===== config.mk =====
export PLATFORM = sky130hd
export DESIGN_NAME = axi4lite_ctrl
export DESIGN_NICKNAME = d
export VERILOG_FILES = /design/src/rtl/axi4lite_pkg.sv /design/src/rtl/axi4lite_ctrl.sv
export SDC_FILE = /design/constraint.sdc
export NUM_CORES = 1
export LEC_CHECK = 0
export BUFFER_PORTS_ARGS = -buffer_cell sky130_fd_sc_hd__buf_2
export CELL_PAD_IN_SITES_DETAIL_PLACEMENT = 1
export CELL_PAD_IN_SITES_GLOBAL_PLACEMENT = 1
export CORE_ASPECT_RATIO = 1.75
export CORE_MARGIN = 2
export CORE_UTILIZATION = 32
export DETAILED_ROUTE_END_ITERATION = 10
export HOLD_SLACK_MARGIN = 0.05
export PLACE_DENSITY = 0.78
export SLEW_MARGIN = 30
export SYNTH_ARGS = -nofsm -noshare
export SYNTH_HDL_FRONTEND = slang
export SYNTH_SLANG_ARGS = --single-unit

===== constraint.sdc =====
create_clock -name clk -period 3.2 [get_ports clk]
set_clock_uncertainty 0.05 [all_clocks]
set_input_delay 0.64 -clock clk [delete_from_list [all_inputs] [get_ports clk]]
set_output_delay 0.64 -clock clk [all_outputs]
set_load 0.01 [all_outputs]

===== src/rtl/axi4lite_pkg.sv =====
// Shared response codes and FSM state encodings for the AXI4-Lite controller.
package axi4lite_pkg;

    localparam logic [1:0] RESP_OKAY   = 2'b00;
    localparam logic [1:0] RESP_SLVERR = 2'b10;

    typedef enum logic [1:0] {
        W_IDLE,
        W_MEM,
        W_RESP
    } w_state_t;

    typedef enum logic [1:0] {
        R_IDLE,
        R_MEM,
        R_CAP,
        R_RESP
    } r_state_t;

endpackage


===== src/rtl/axi4lite_ctrl.sv =====
// AXI4-Lite slave channel controller: sequences single-cycle strobes into an
// external byte-strobed memory, range-checks addresses and returns OKAY/SLVERR.
// One outstanding write and one outstanding read; a read that collides with a
// same-word write is held back one cycle so it returns the new data.
module axi4lite_ctrl
    import axi4lite_pkg::*;
#(
    parameter int unsigned addrWidth = 12,
    parameter int unsigned dataWidth = 32,
    parameter int unsigned strbWidth = dataWidth / 8,
    parameter int unsigned memBytes  = 1024
) (
    input  logic                 clk,
    input  logic                 reset,

    input  logic                 AWVALID,
    output logic                 AWREADY,
    input  logic [addrWidth-1:0] AWADDR,

    input  logic                 WVALID,
    output logic                 WREADY,
    input  logic [dataWidth-1:0] WDATA,
    input  logic [strbWidth-1:0] WSTRB,

    output logic                 BVALID,
    input  logic                 BREADY,
    output logic [1:0]           BRESP,

    input  logic                 ARVALID,
    output logic                 ARREADY,
    input  logic [addrWidth-1:0] ARADDR,

    output logic                 RVALID,
    input  logic                 RREADY,
    output logic [dataWidth-1:0] RDATA,
    output logic [1:0]           RRESP,

    output logic                 memWEN,
    output logic [addrWidth-1:0] memAWADDR,
    output logic [strbWidth-1:0] memWSTRB,
    output logic [dataWidth-1:0] memWDATA,

    output logic                 memREN,
    output logic [addrWidth-1:0] memARADDR,
    input  logic [dataWidth-1:0] memRDATA
);

    // ---------------- write channel ----------------
    w_state_t               w_state;
    w_state_t               w_state_next;
    logic                   aw_got;
    logic                   aw_got_next;
    logic                   w_got;
    logic                   w_got_next;
    logic [addrWidth-1:0]   aw_addr;
    logic [dataWidth-1:0]   w_data;
    logic [strbWidth-1:0]   w_strb;
    logic                   aw_fire;
    logic                   w_fire;
    logic                   aw_in_range;

    assign aw_fire     = AWVALID && AWREADY;
    assign w_fire      = WVALID && WREADY;
    assign aw_in_range = (32'(aw_addr) < memBytes);

    // Write next-state: AW and W latch independently; both present -> memory cycle.
    always_comb begin
        w_state_next = w_state;
        aw_got_next  = aw_got;
        w_got_next   = w_got;
        case (w_state)
            W_IDLE: begin
                if (aw_fire) aw_got_next = 1'b1;
                if (w_fire)  w_got_next  = 1'b1;
                if (aw_got_next && w_got_next) begin
                    w_state_next = W_MEM;
                    aw_got_next  = 1'b0;
                    w_got_next   = 1'b0;
                end
            end
            W_MEM:   w_state_next = W_RESP;
            W_RESP:  if (BREADY) w_state_next = W_IDLE;
            default: w_state_next = W_IDLE;
        endcase
    end

    // Write state register; READY is registered from the next state so it is
    // low during reset and rises on the first edge after reset releases.
    always_ff @(posedge clk or posedge reset) begin
        if (reset) begin
            w_state <= W_IDLE;
            aw_got  <= 1'b0;
            w_got   <= 1'b0;
            AWREADY <= 1'b0;
            WREADY  <= 1'b0;
        end else begin
            w_state <= w_state_next;
            aw_got  <= aw_got_next;
            w_got   <= w_got_next;
            AWREADY <= (w_state_next == W_IDLE) && !aw_got_next;
            WREADY  <= (w_state_next == W_IDLE) && !w_got_next;
        end
    end

    // Write datapath: capture address/data/strobe and settle the response code.
    always_ff @(posedge clk or posedge reset) begin
        if (reset) begin
            aw_addr <= '0;
            w_data  <= '0;
            w_strb  <= '0;
            BRESP   <= RESP_OKAY;
        end else begin
            if (aw_fire) aw_addr <= AWADDR;
            if (w_fire) begin
                w_data <= WDATA;
                w_strb <= WSTRB;
            end
            if (w_state == W_MEM) BRESP <= aw_in_range ? RESP_OKAY : RESP_SLVERR;
        end
    end

    assign BVALID    = (w_state == W_RESP);
    assign memWEN    = (w_state == W_MEM) && aw_in_range;
    assign memAWADDR = aw_addr;
    assign memWDATA  = w_data;
    assign memWSTRB  = w_strb;

    // ---------------- read channel ----------------
    r_state_t               r_state;
    r_state_t               r_state_next;
    logic [addrWidth-1:0]   ar_addr;
    logic                   ar_fire;
    logic                   ar_in_range;
    logic                   same_word;
    logic                   ren;

    assign ar_fire     = ARVALID && ARREADY;
    assign ar_in_range = (32'(ar_addr) < memBytes);
    assign same_word   = (aw_addr[addrWidth-1:2] == ar_addr[addrWidth-1:2]);

    // Read next-state: a read that would coincide with a same-word write waits
    // in R_MEM so the memory sees the write first.
    always_comb begin
        r_state_next = r_state;
        ren          = 1'b0;
        case (r_state)
            R_IDLE: if (ar_fire) r_state_next = R_MEM;
            R_MEM: begin
                if (!ar_in_range) begin
                    r_state_next = R_RESP;
                end else if (!(memWEN && same_word)) begin
                    ren          = 1'b1;
                    r_state_next = R_CAP;
                end
            end
            R_CAP:   r_state_next = R_RESP;
            R_RESP:  if (RREADY) r_state_next = R_IDLE;
            default: r_state_next = R_IDLE;
        endcase
    end

    // Read state register with registered ARREADY.
    always_ff @(posedge clk or posedge reset) begin
        if (reset) begin
            r_state <= R_IDLE;
            ARREADY <= 1'b0;
        end else begin
            r_state <= r_state_next;
            ARREADY <= (r_state_next == R_IDLE);
        end
    end

    // Read datapath: capture address, load memory data or the error response.
    always_ff @(posedge clk or posedge reset) begin
        if (reset) begin
            ar_addr <= '0;
            RDATA   <= '0;
            RRESP   <= RESP_OKAY;
        end else begin
            if (ar_fire) ar_addr <= ARADDR;
            if (r_state == R_MEM && !ar_in_range) begin
                RDATA <= '0;
                RRESP <= RESP_SLVERR;
            end
            if (r_state == R_CAP) begin
                RDATA <= memRDATA;
                RRESP <= RESP_OKAY;
            end
        end
    end

    assign RVALID    = (r_state == R_RESP);
    assign memREN    = ren;
    assign memARADDR = ar_addr;

endmodule


Yosys cells after proc, flatten, opt, wreduce, memory -nomap -nowiden
Cells that the tools add are included.
{"block": "totals", "regBits": 105, "input_bits": 99, "output_inout_bits": 103, "word_cells": 63}
{"block": "classes", "magnitude_cmp": 2, "n_eq_ne": 6, "n_mux": 24, "n_reduce_logical": 17}
{"operator": "32-bit two-way mux", "count": 2}
{"operator": "12-bit by 11-bit < comparator with 1-bit output, second input constant", "count": 2}
{"operator": "2-bit two-way mux", "count": 9}
{"operator": "1-bit two-way mux", "count": 11}
{"operator": "10-bit equality test", "count": 1}
{"operator": "1-bit logical AND", "count": 9}
{"operator": "2-bit logical NOT", "count": 4}
{"operator": "2-bit one-hot mux with 4 select lines", "count": 1}
{"operator": "2-bit equality test, second input constant", "count": 3}
{"operator": "2-bit one-hot mux with 3 select lines", "count": 1}
{"operator": "2-bit by 1-bit equality test with 1-bit output, second input constant", "count": 2}
{"operator": "1-bit logical NOT", "count": 3}
{"operator": "2-bit nonzero test", "count": 1}

Longest topological paths before layout
Gate-level depths: netlist (run 1).
{"block": "depth", "ltp_word": 8, "depth_mapped": 5, "depth_no_buf": 4}

Worst setup path after synthesis (run 1)
OpenSTA, ideal clock, no wires.
{"block": "synth_timing", "path_kind": "flip-flop to output port", "startpoint": "register aw_addr[10] (netlist: memAWADDR[10])", "endpoint": "output port memREN", "arrival_ps": 1218, "required_ps": 2510, "slack_ps": 1292, "path_stages_with_launch": 5, "path_buffers": 0, "path_cell_list": "dfrtp_1 -> nor4b_4 -> nand4_2 -> nor3_2 -> nor4_1"}
{"block": "synth_via", "elab_chain_len": 6, "elab_cells_between_ends": 7, "classes_between": "order compare: 1; eq/ne: 1; mux: 3; reduce/logical: 2"}
{"element": "start: declaration", "line_no": "axi4lite_ctrl.sv:55", "text": "logic [addrWidth-1:0] aw_addr;"}
{"element": "start signal: assignment", "line_no": "axi4lite_ctrl.sv:108", "text": "aw_addr <= '0;"}
{"element": "start signal: assignment", "line_no": "axi4lite_ctrl.sv:113", "text": "if (aw_fire) aw_addr <= AWADDR;"}
{"element": "12-bit by 11-bit < comparator with 1-bit output", "line_no": "axi4lite_ctrl.sv:64", "text": "assign aw_in_range = (32'(aw_addr) < memBytes);"}
{"element": "1-bit logical AND", "line_no": "axi4lite_ctrl.sv:123", "text": "assign memWEN = (w_state == W_MEM) && aw_in_range;"}
{"element": "via memWEN", "line_no": "axi4lite_ctrl.sv:38", "text": "output logic memWEN,"}
{"element": "1-bit logical AND", "line_no": "axi4lite_ctrl.sv:151", "text": "end else if (!(memWEN && same_word)) begin"}
{"element": "1-bit two-way mux", "line_no": "axi4lite_ctrl.sv:151"}
{"element": "1-bit two-way mux", "line_no": "axi4lite_ctrl.sv:149", "text": "if (!ar_in_range) begin"}
{"element": "1-bit two-way mux", "line_no": "axi4lite_ctrl.sv:146", "text": "case (r_state)"}
{"element": "end: declaration", "line_no": "axi4lite_ctrl.sv:43", "text": "output logic memREN,"}
The timed path passes the listed nets, and every way through them passes these cells.

Final worst setup path (run 1)
{"block": "layout_timing", "startpoint": "register w_state[1]", "endpoint": "output port memREN"}
{"block": "layout_via", "elab_chain_len": 6}
{"element": "start: declaration", "line_no": "axi4lite_ctrl.sv:49", "text": "w_state_t w_state;"}
{"element": "start signal: assignment", "line_no": "axi4lite_ctrl.sv:97", "text": "w_state <= w_state_next;"}
{"element": "2-bit by 1-bit equality test with 1-bit output", "line_no": "axi4lite_ctrl.sv:123"}
{"element": "1-bit logical AND", "line_no": "axi4lite_ctrl.sv:123"}
{"element": "1-bit logical AND", "line_no": "axi4lite_ctrl.sv:151"}
{"element": "1-bit two-way mux", "line_no": "axi4lite_ctrl.sv:151"}
{"element": "1-bit two-way mux", "line_no": "axi4lite_ctrl.sv:149"}
{"element": "1-bit two-way mux", "line_no": "axi4lite_ctrl.sv:146"}
No other way between the ends.

==> metrics.md, run 1 <==
| Metric | Value |
|---|---|
| Status | finished, final reports clean |
| Row count | 54 |
| Post-route ant nets | 0 |
| RSZ-0062 raised after global routing | false |
| Clock root buffer master | clkbuf_16 |
| Crit path DAT | 1.69 ns |
| Drt pass-1 iters | 4 |
| P_leak | 2.73 nW |
| Clock transition at path regs | 0.07 ns |
| Vias in the first global route | 3192 |
| First-pass GRT wire length | 15.7 mm |
| Final Critical Period | 2.38 ns |
| Clock Power Share | 0.185 |
| Worst reg2reg setup slack | 1.39 ns |
| Worst Hold Class | primary input to async pin |
| Layout fillers | 1375 |
| Setup-failing EPs final | 0 |
| CTS tree | yes |
| Primary FF master, synth | dfrtp_1 |
| Register area | 2580 µm² |
| Die area | 13400 µm² |
| WL final | 10.4 mm |
| Initial drt markers | 61 |
| Postcts setup bufs | 0 |
| CP Launch Type | flop |
| WS Path Type | flop to primary output |
| Power per cell area | 1060 nW/µm² |
| Sequential fraction of the synthesis area | 0.645 |
| CTS buffer count | 9 |
| RePlAce Congestion | 0.741 |
| Core Region | 12300 µm² |
| Least-Margin Pin Slew | 0.818 ns |
| Multi-input logic area | 1310 µm² |
| Area contributors post-synth | dfrtp_1 65%, mux2_2 17%, a22o_1 7.2%, xnor2_1 1.8%, buf_6 1.1% |
| All-Layer GR Usage | 0.154 |
| Hpwl dp | 8.01 mm |
| Net Sw Frac | 0.362 |
| Nets@finish | 559 |
| CP Capture Type | primary output |
| Hold_ws | 0.375 ns |
| EDFF count, synth | 0 |
| Synth top area share | 0.645 |
| Share of layout cells above drive strength 1 | 0.626 |
| Synth-to-Final Area Change | 36.2% |
| Post-Route Setup TNS | 0 ns |
| Final Hold Viols | 0 |
| Htree depth | 3 |
| Cell taking the most area after synthesis | dfrtp_1 |
| Fin area | 5440 µm² |
| Critical path peak fanout | 6 |
| Chip Height | 152 µm |
| Ports | 202 |
| Yosys warns | 0 |
| Pin count of the biggest net entering global routing | 37 |
| DR vias/cell | 4.67 |
| Initial Utilization | 0.325 |
| Worst slew margin | 0.453 |
| Max Root-Sink Buffers | 2 |
| Antenna diodes | 0 |
| Max Transition Viols Final | 0 |
| Synth Instances | 259 |
| FF+latch count, synth | 103 |
| Tcrit/Tclk final | 0.745 |
| Syn Area/Cell | 15.4 µm² |
| CP required | 2.51 ns |
| Net Sw Power | 2.09 mW |
| GRT overflow | 0 |
| Peak Freq | 0.419 GHz |
| Initial antenna violation count | 0 |
| Post-synthesis cell type count | 36 |
| Int Power | 3.67 mW |
| Vias after detailed routing | 2955 |
| Width of the die | 88.5 µm |
| WL/cell | 16.4 µm |
| Clock latency on the worst-skew pair | 0.34 ns |
| # resized after CTS | 0 |
| DRC viols | 0 |
| Synth Cell Area | 3990 µm² |
| Most frequent cell after synthesis | dfrtp_1 |
| Reg power frac | 0.406 |
| MaxCap Viol Count | 0 |
| Hold buffers post-CTS | 0 |
| Async SR Flop Fraction | 1.00 |
| Port bufs | 199 |
| DP Area | 5150 µm² |
| Synth top cells by count | 103 x dfrtp_1, 60 x mux2_2, 33 x a22o_1 |
| Comb pwr share | 0.409 |
| Worst vdd ir | 0.000348 V |
| CTS Sinks | 103 |
[registers in the layout, summed over array words and instances, names as in the netlist]
signal	cells
memWSTRB	4
RDATA	32
RRESP	1
ARREADY	1
WREADY	1
w_got	1
memWDATA	32
memARADDR	12
AWREADY	1
r_state	2
memAWADDR	12
BRESP	1
w_state	2
aw_got	1
[worst max-delay path, stage by stage (launching register included)]
cell and delay, ns:
dfrtp_1 0.45, nor4b_4 0.34, nand4_2 0.18, nor3_2 0.17
nor4_1 0.06, buf_2 0.14
[power groups by stage]
stage          clock [mW]  sequential [mW]  combinational [mW]
2_1_floorplan           0             2.61                1.22
3_3_place_gp            0             2.32                2.34
3_5_place_dp            0             2.37                2.41
4_1_cts              1.10             2.35                2.43
5_1_grt              1.15             2.43                2.58
6_report             1.06             2.34                2.36
[area by class of cell]
| cell class | count | share of cell area |
|---|---|---|
| clock inverters | 6 | 0.00966 |
| well taps | 168 | 0.0386 |
| multi-input cells | 140 | 0.241 |
| inverters | 3 | 0.00276 |
| repair buffers | 203 | 0.191 |
| flip-flops and latches | 103 | 0.474 |
| clock buffers | 10 | 0.0439 |
[cells by family (layout without fill, tap and decap cells)]
group	count (synthesis)	after routing	share of synthesized area
compound gates	42	42	0.0868
simple gates	28	28	0.0523
other cells	1	2	0.000939
flops	103	103	0.645
buf+inv	17	222	0.0279
mux	60	60	0.169
xor+xnor	8	8	0.0175
[per-stage QoR]
step / instances / power, mW / worst slack, ns / util
after floorplan: 260 / 3.83 / 1.28 / -
after global placement: 617 / 4.66 / 1.20 / 0.419
after detailed placement: 617 / 4.78 / 1.16 / 0.419
after CTS: 633 / 5.88 / 0.763 / 0.443
after global routing: 633 / 6.16 / 0.676 / 0.443
final: 633 / 5.76 / 0.816 / 0.443
[per-layer routing]
metal | routed length (µm) | GRT usage | part of all wire | up-vias
met5 | 0 | 0 | 0 | -
met4 | 202 | 0.0583 | 0.019 | 0
met3 | 698 | 0.0412 | 0.067 | 15
met2 | 5940 | 0.296 | 0.57 | 132
met1 | 3550 | 0.152 | 0.34 | 1479
li1 | - | - | - | 1329
[worst paths after layout]
path                                end  startpoint  cells past startpoint
max in group asynchronous  memWDATA[24]       reset                      3
hold reg to reg                 AWREADY      aw_got                      1
min in group clk                AWREADY      aw_got                      1
setup reg to reg               RDATA[3]  r_state[1]                      4
hold / removal                RDATA[13]       reset                      2
setup / recovery                 memREN  w_state[1]                      5
[layout by cell type, fill, tap and decap left out, drive strengths merged, types with 2 or more instances in the layout]
master,count
a21oi,3
a22o,33
buf,203
clkbuf,10
clkinv,2
clkinvlp,2
conb,2
dfrtp,103
inv,5
mux2,60
nand2,4
nand2b,4
nand4,2
nor2,5
nor2b,2
nor3,3
nor4,2
o21ai,2
or2b,2
xnor2,8
No activity file was read; power rests on OpenSTA's default activity.
==> run 2, diff against run 1 <==
==> constraint.sdc (replaced) <==
create_clock -name clk -period 2.05 [get_ports clk]
set_clock_uncertainty 0.05 [all_clocks]
set_input_delay 0.41 -clock clk [delete_from_list [all_inputs] [get_ports clk]]
set_output_delay 0.41 -clock clk [all_outputs]
set_load 0.01 [all_outputs]
==> run 2 against run 1 <==
  * The run now ends with negative setup slack left
  * Combinational power up 60%
  * Non-clock buffer count rose by 5
  * First-iteration DRC count is 18% higher
  * Critical endpoint unchanged
  * Largest cell class unchanged
  * Highest routed layer unchanged
==> metrics.md, run 2 (same netlist as run 1, synthesis figures left out) <==
| Metric | Value |
|---|---|
| Fin area | 5520 µm² (+1.4%) |
| Clock latency on the worst-skew pair | 0.33 ns (about the same) |
| CTS tree | yes |
| Net Sw Frac | 0.359 (-0.00311) |
| Peak Freq | 0.459 GHz |
| Share of layout cells above drive strength 1 | 0.632 (+0.00611) |
| Status | complete, but fails checks |
| Worst slew margin | 0.488 (+0.0349) |
| Worst reg2reg endpoint | r_state[1] |
| Initial drt markers | 72 (+18%) |
| CP Capture Type | primary output |
| Ports | 202 (unchanged) |
| Net Sw Power | 3.29 mW (+58%) |
| Worst vdd ir | 0.000712 V (+100%) |
| Commonest non-fill, non-tap cells in the layout | 199 x buf_2, 102 x dfrtp_1, 60 x mux2_2 |
| DP Area | 5160 µm² (+0.24%) |
| Fin worst setup slack | -0.127 ns (-0.943 ns) |
| Nets@finish | 564 (+0.89%) |
| Critical path peak fanout | 2 (-4) |
| Setup-failing EPs final | 1 (+1) |
| Critical path's top delay family | simple AND/OR/NAND/NOR gates |
| Initial Utilization | 0.325 (unchanged) |
| Crit path DAT | 1.72 ns (+0.03 ns) |
| Drt pass-1 iters | 4 (unchanged) |
| MaxCap Viol Count | 0 (unchanged) |
| DR vias/cell | 4.67 (about the same) |
| Row count | 54 (unchanged) |
| Hpwl dp | 7.94 mm (-0.80%) |
| All-Layer GR Usage | 0.154 (-0.000190) |
| GRT overflow | 0 (unchanged) |
| CP Launch Type | flop |
| Port bufs | 199 (unchanged) |
| RePlAce Congestion | 0.747 (+0.86%) |
| Pin count of the biggest net entering global routing | 104 (+180%) |
| P_leak | 2.78 nW (+1.7%) |
| Worst reg2reg setup slack | 0.36 ns (-1.03 ns) |
| Crit path from | memAWADDR[11] |
| DRC viols | 0 (unchanged) |
| Slowest cell on crit path | dfrtp_1 |
| WL final | 10.5 mm (+1.4%) |
| Critical path depth in cells | 5 (unchanged) |
| Dpl ws | 0.211 ns (-0.944 ns) |
| First-pass GRT wire length | 15.9 mm (+1.2%) |
| Width of the die | 88.5 µm (unchanged) |
| WL/cell | 16.5 µm (+0.61%) |
| WS Path Type | flop to primary output |
| Reg power frac | 0.399 (-0.007) |
| Crit-path cells | nor4b_4 -> nand4_2 -> nor3_4 -> nor4_2 -> buf_2 |
| Clock root buffer master | clkbuf_16 |
| Clock Power Share | 0.190 (+0.005) |
| Core Region | 12300 µm² (unchanged) |
| CTS buffer count | 9 (unchanged) |
| Worst Hold Class | primary input to async pin |
| Vias after detailed routing | 2981 (+0.88%) |
| Least-Margin Pin Slew | 0.767 ns (-0.0512 ns) |
| Synth-to-Final Area Change | 38.2% |
| Antenna diodes | 0 (unchanged) |
| Final Critical Period | 2.18 ns |
| CTS Sinks | 103 (unchanged) |
| CP Capture Point | memREN |
| CP required | 1.59 ns (-0.92 ns) |
| RSZ-0062 raised after global routing | true |
| Initial antenna violation count | 0 (unchanged) |
| Reg2Reg Depth | 6 (+2) |
| Crit-path max cell delay | 0.42 ns (-0.03 ns) |
| Final Hold Viols | 0 (unchanged) |
| Max Root-Sink Buffers | 2 (unchanged) |
| Die area | 13400 µm² (unchanged) |
| Hold_ws | 0.154 ns (-0.221 ns) |
| Post-route ant nets | 0 (unchanged) |
| Vias in the first global route | 3221 (+0.91%) |
| Tcrit/Tclk final | 1.06 |
| Chip Height | 152 µm (unchanged) |
| Clock transition at path regs | 0.07 ns (about the same) |
| Most common cell after layout, fill and taps aside | buf_2 |
| Htree depth | 3 (unchanged) |
| Comb pwr share | 0.411 (+0.002) |
| Int Power | 5.88 mW (+60%) |
| Max Transition Viols Final | 0 (unchanged) |
| Worst path bufs/invs | 1 (unchanged) |
| Reg-to-Reg Start | memAWADDR[11] |
| Power per cell area | 1660 nW/µm² (+57%) |
| Failing checks | negative setup slack |
[run 2: metal layers]
metal,vias up,GRT usage,routed length [µm]
met1,1484,0.159,3540
li1,1338,-,-
met5,-,0,0
met2,140,0.284,5960
met4,0,0.0591,251
met3,19,0.0450,787
[run 2: worst reg2reg max path, cell delays in order, from the launching register on]
cell      delay [ns]
dfrtp_1         0.42
nor4b_4         0.34
nand4_2         0.21
nor3_4          0.22
buf_4           0.14
buf_4           0.09
o211ai_1        0.09
[run 2: what timing repair did]
action,in CTS,in global routing
setup endpoints to repair,1,1
resized for setup,1,2
hold buffers,0,0
cloned,0,0
pin swaps,3,3
buffers inserted,2,3
[run 2: worst min-delay path by stage]
stage | start | end | cells after the start
6_report | reset | RDATA[17] | 3
5_1_grt | memRDATA[6] | RDATA[6] | 2
4_1_cts | reset | memWSTRB[0] | 3
3_5_place_dp | RRESP[1] | RRESP[1] | 1
3_3_place_gp | aw_got | AWREADY | 1
2_1_floorplan | aw_got | AWREADY | 1
[run 2: power groups by stage]
stage	registers, mW	logic (mW)	clock network (mW)
floorplan	4.07	1.90	0
global placement	3.63	3.67	0
detailed placement	3.71	3.79	0
CTS	3.67	3.82	1.82
global route	3.80	4.11	1.88
finish	3.66	3.77	1.74
[run 2: layout make-up]
| cell class | count | area, µm² |
|---|---|---|
| fill | 1370 | 6780 |
| sequential | 103 | 2580 |
| multi-input combinational | 140 | 1320 |
| timing repair buffer | 208 | 1090 |
| clock buffer | 10 | 229 |
| tap | 168 | 210 |
| clock inverter | 6 | 77.6 |
| inverter | 3 | 15.0 |
[run 2: stage by stage]
step | utilization | power, mW | std cells | setup TNS, ns
after global placement | 0.420 | 7.30 | 617 | 0
after CTS | 0.446 | 9.31 | 635 | -0.165
after floorplan | - | 5.97 | 260 | 0
final | 0.449 | 9.17 | 638 | -0.127
after detailed placement | 0.420 | 7.50 | 617 | 0
after global routing | 0.449 | 9.79 | 638 | -0.266
==> run 3, diff against run 2 <==
--- a/config.mk
+++ b/config.mk
@@ -11,6 +11,7 @@
 export CORE_ASPECT_RATIO = 1.75
 export CORE_MARGIN = 2
 export CORE_UTILIZATION = 32
+export CTS_BUF_LIST = sky130_fd_sc_hd__clkbuf_16
 export DETAILED_ROUTE_END_ITERATION = 10
 export HOLD_SLACK_MARGIN = 0.05
 export PLACE_DENSITY = 0.78
==> run 3 against run 2 <==
  * Power hardly changed
  * Register-to-register slack is essentially flat
  * Critical path depth is the same
  * Setup slack hardly changed
  * Global-route usage is the same
  * The run still ends with negative setup slack left
  * Wire length barely moved
  * Largest power group unchanged
  * Sequential power barely moved
  * Highest routed layer unchanged
  * Cell area unchanged
  * Die area unchanged
==> metrics.md, run 3 (same netlist as run 1, synthesis figures left out) <==
| Metric | Value |
|---|---|
| Clock transition at path regs | 0.07 ns (about the same) |
| Critical path peak fanout | 2 (unchanged) |
| Post-route ant nets | 0 (unchanged) |
| Share of layout cells above drive strength 1 | 0.632 (unchanged) |
| Row count | 54 (unchanged) |
| Width of the die | 88.5 µm (unchanged) |
| Worst Hold Class | primary input to async pin |
| Fin area | 5520 µm² (unchanged) |
| Least-Margin Pin Slew | 0.767 ns (unchanged) |
| Peak Freq | 0.459 GHz (about the same) |
| Vias after detailed routing | 2981 (unchanged) |
| Slowest cell on crit path | dfrtp_1 |
| Pin count of the biggest net entering global routing | 104 (unchanged) |
| Int Power | 5.87 mW (about the same) |
| Final Hold Viols | 0 (unchanged) |
| Port bufs | 199 (unchanged) |
| Worst path bufs/invs | 1 (unchanged) |
| Net Sw Power | 3.29 mW (about the same) |
| Worst reg2reg setup slack | 0.36 ns (about the same) |
| Ports | 202 (unchanged) |
| Die area | 13400 µm² (unchanged) |
| Vias in the first global route | 3221 (unchanged) |
| Crit path DAT | 1.72 ns (about the same) |
| GRT overflow | 0 (unchanged) |
| Final Util | 0.449 (unchanged) |
| Tcrit/Tclk final | 1.06 (about the same) |
| Antenna diodes | 0 (unchanged) |
| Final Non-Filler Cells | 638 (unchanged) |
| All-Layer GR Usage | 0.154 (unchanged) |
| Initial drt markers | 70 (-2.8%) |
| Worst reg2reg endpoint | r_state[1] |
| Hpwl dp | 7.94 mm (unchanged) |
| Met1 Usage GRT | 0.159 (unchanged) |
| Power per cell area | 1660 nW/µm² (about the same) |
| Crit-path cells | nor4b_4 -> nand4_2 -> nor3_4 -> nor4_2 -> buf_2 |
| Drt pass-1 iters | 4 (unchanged) |
| Synth-to-Final Area Change | 38.2% (unchanged) |
| CTS buffer count | 9 (unchanged) |
| Placed Cells | 617 (unchanged) |
| Clock root buffer master | clkbuf_16 |
| Failing checks | negative setup slack |
| Reg-to-Reg Start | memAWADDR[11] |
| CP Capture Type | primary output |
| Max Root-Sink Buffers | 2 (unchanged) |
| CP required | 1.59 ns (about the same) |
| CTS Sinks | 103 (unchanged) |
| WS Path Type | flop to primary output |
| Initial antenna violation count | 0 (unchanged) |
| Max Transition Viols Final | 0 (unchanged) |
| Reg power frac | 0.399 (about the same) |
| Initial Utilization | 0.325 (unchanged) |
| MaxCap Viol Count | 0 (unchanged) |
| GR Util met2 | 0.284 (unchanged) |
| Core Region | 12300 µm² (unchanged) |
| Worst vdd ir | 0.000712 V (about the same) |
| Status | complete, but fails checks |
| Net Sw Frac | 0.359 (about the same) |
| Critical path depth in cells | 5 (unchanged) |
| CTS tree | yes |
| Clock Power Share | 0.190 (about the same) |
| DRC viols | 0 (unchanged) |
| Dpl ws | 0.211 ns (unchanged) |
| Htree depth | 3 (unchanged) |
| Routing usage on met3 | 0.0450 (unchanged) |
| Critical path's top delay family | simple AND/OR/NAND/NOR gates |
| Reg2Reg Depth | 6 (unchanged) |
| CP Launch Type | flop |
| Most used routing layer | met2 |
| RePlAce Congestion | 0.747 (unchanged) |
| DR vias/cell | 4.67 (unchanged) |
| Hold buffers post-CTS | 0 (unchanged) |
| Final Critical Period | 2.18 ns (+0.00000400 ns) |
| WL final | 10.5 mm (about the same) |
| Comb pwr share | 0.411 (about the same) |
| DP Area | 5160 µm² (unchanged) |
| RSZ-0062 raised after global routing | true |
| First-pass GRT wire length | 15.9 mm (unchanged) |
| Clock latency on the worst-skew pair | 0.33 ns (about the same) |
| Worst slew margin | 0.488 (unchanged) |
| Chip Height | 152 µm (unchanged) |
| P_leak | 2.79 nW (+0.15%) |
| Commonest non-fill, non-tap cells in the layout | 199 x buf_2, 102 x dfrtp_1, 60 x mux2_2 |
| Setup-failing EPs final | 1 (unchanged) |
| Most common cell after layout, fill and taps aside | buf_2 |
| Nets@finish | 564 (unchanged) |
| Crit-path max cell delay | 0.42 ns (about the same) |
| WL/cell | 16.5 µm (about the same) |
| Fin worst setup slack | -0.127 ns (-0.00000400 ns) |
run 3: cell count changes in the layout (fill, tap and decap cells not counted):
cell      change
inv_1         +1
clkbuf_1      -1
run 3: repair_timing:
| action | 4_1_cts | 5_1_grt |
|---|---|---|
| buffers inserted | 2 | 3 |
| endpoints found under the setup margin | 1 | 1 |
| gates resized for setup | 1 | 2 |
| pin swaps | 3 | 3 |
run 3: through the flow:
stage / hold slack [ns] / total power [mW] / setup TNS (ns)
after global routing: 0.222 / 9.79 / -0.266
after detailed placement: 0.430 / 7.50 / 0
final: 0.154 / 9.17 / -0.127
after CTS: 0.212 / 9.31 / -0.165
after global placement: 0.402 / 7.30 / 0
after floorplan: 0.378 / 5.97 / 0
run 3: worst max path at each step:
stage                        startpoint      end  slack, ns
final                     memAWADDR[11]   memREN      -0.13
after global routing      memAWADDR[11]   memREN      -0.27
after CTS                    w_state[1]   memREN      -0.16
after detailed placement     w_state[1]   memREN       0.21
after global placement       w_state[1]   memREN       0.26
after floorplan                   reset  ARREADY       0.36
run 3: layout make-up:
| class | instances | area (µm²) |
|---|---|---|
| fillers | 1370 | 6780 |
| flip-flops and latches | 103 | 2580 |
| multi-input cells | 140 | 1320 |
| repair buffers | 208 | 1090 |
| clock buffers | 9 | 225 |
| well taps | 168 | 210 |
| clock inverters | 7 | 81.3 |
| inverters | 3 | 15.0 |
run 3: tightest hold or removal path, delay by kind of cell:
family | cells | cell delay, ns
buffers and inverters | 3 | 0.57
run 3: power groups by stage:
stage / combinational (mW) / sequential (mW) / clock, mW
floorplan: 1.90 / 4.07 / 0
global placement: 3.67 / 3.63 / 0
detailed placement: 3.79 / 3.71 / 0
CTS: 3.82 / 3.67 / 1.81
global route: 4.11 / 3.80 / 1.87
finish: 3.77 / 3.66 / 1.74
run 3: per-layer routing:
metal	part of all wire	vias to the layer above
met5	0	-
met1	0.34	1484
met4	0.024	0
met2	0.56	140
met3	0.075	19
li1	-	1338
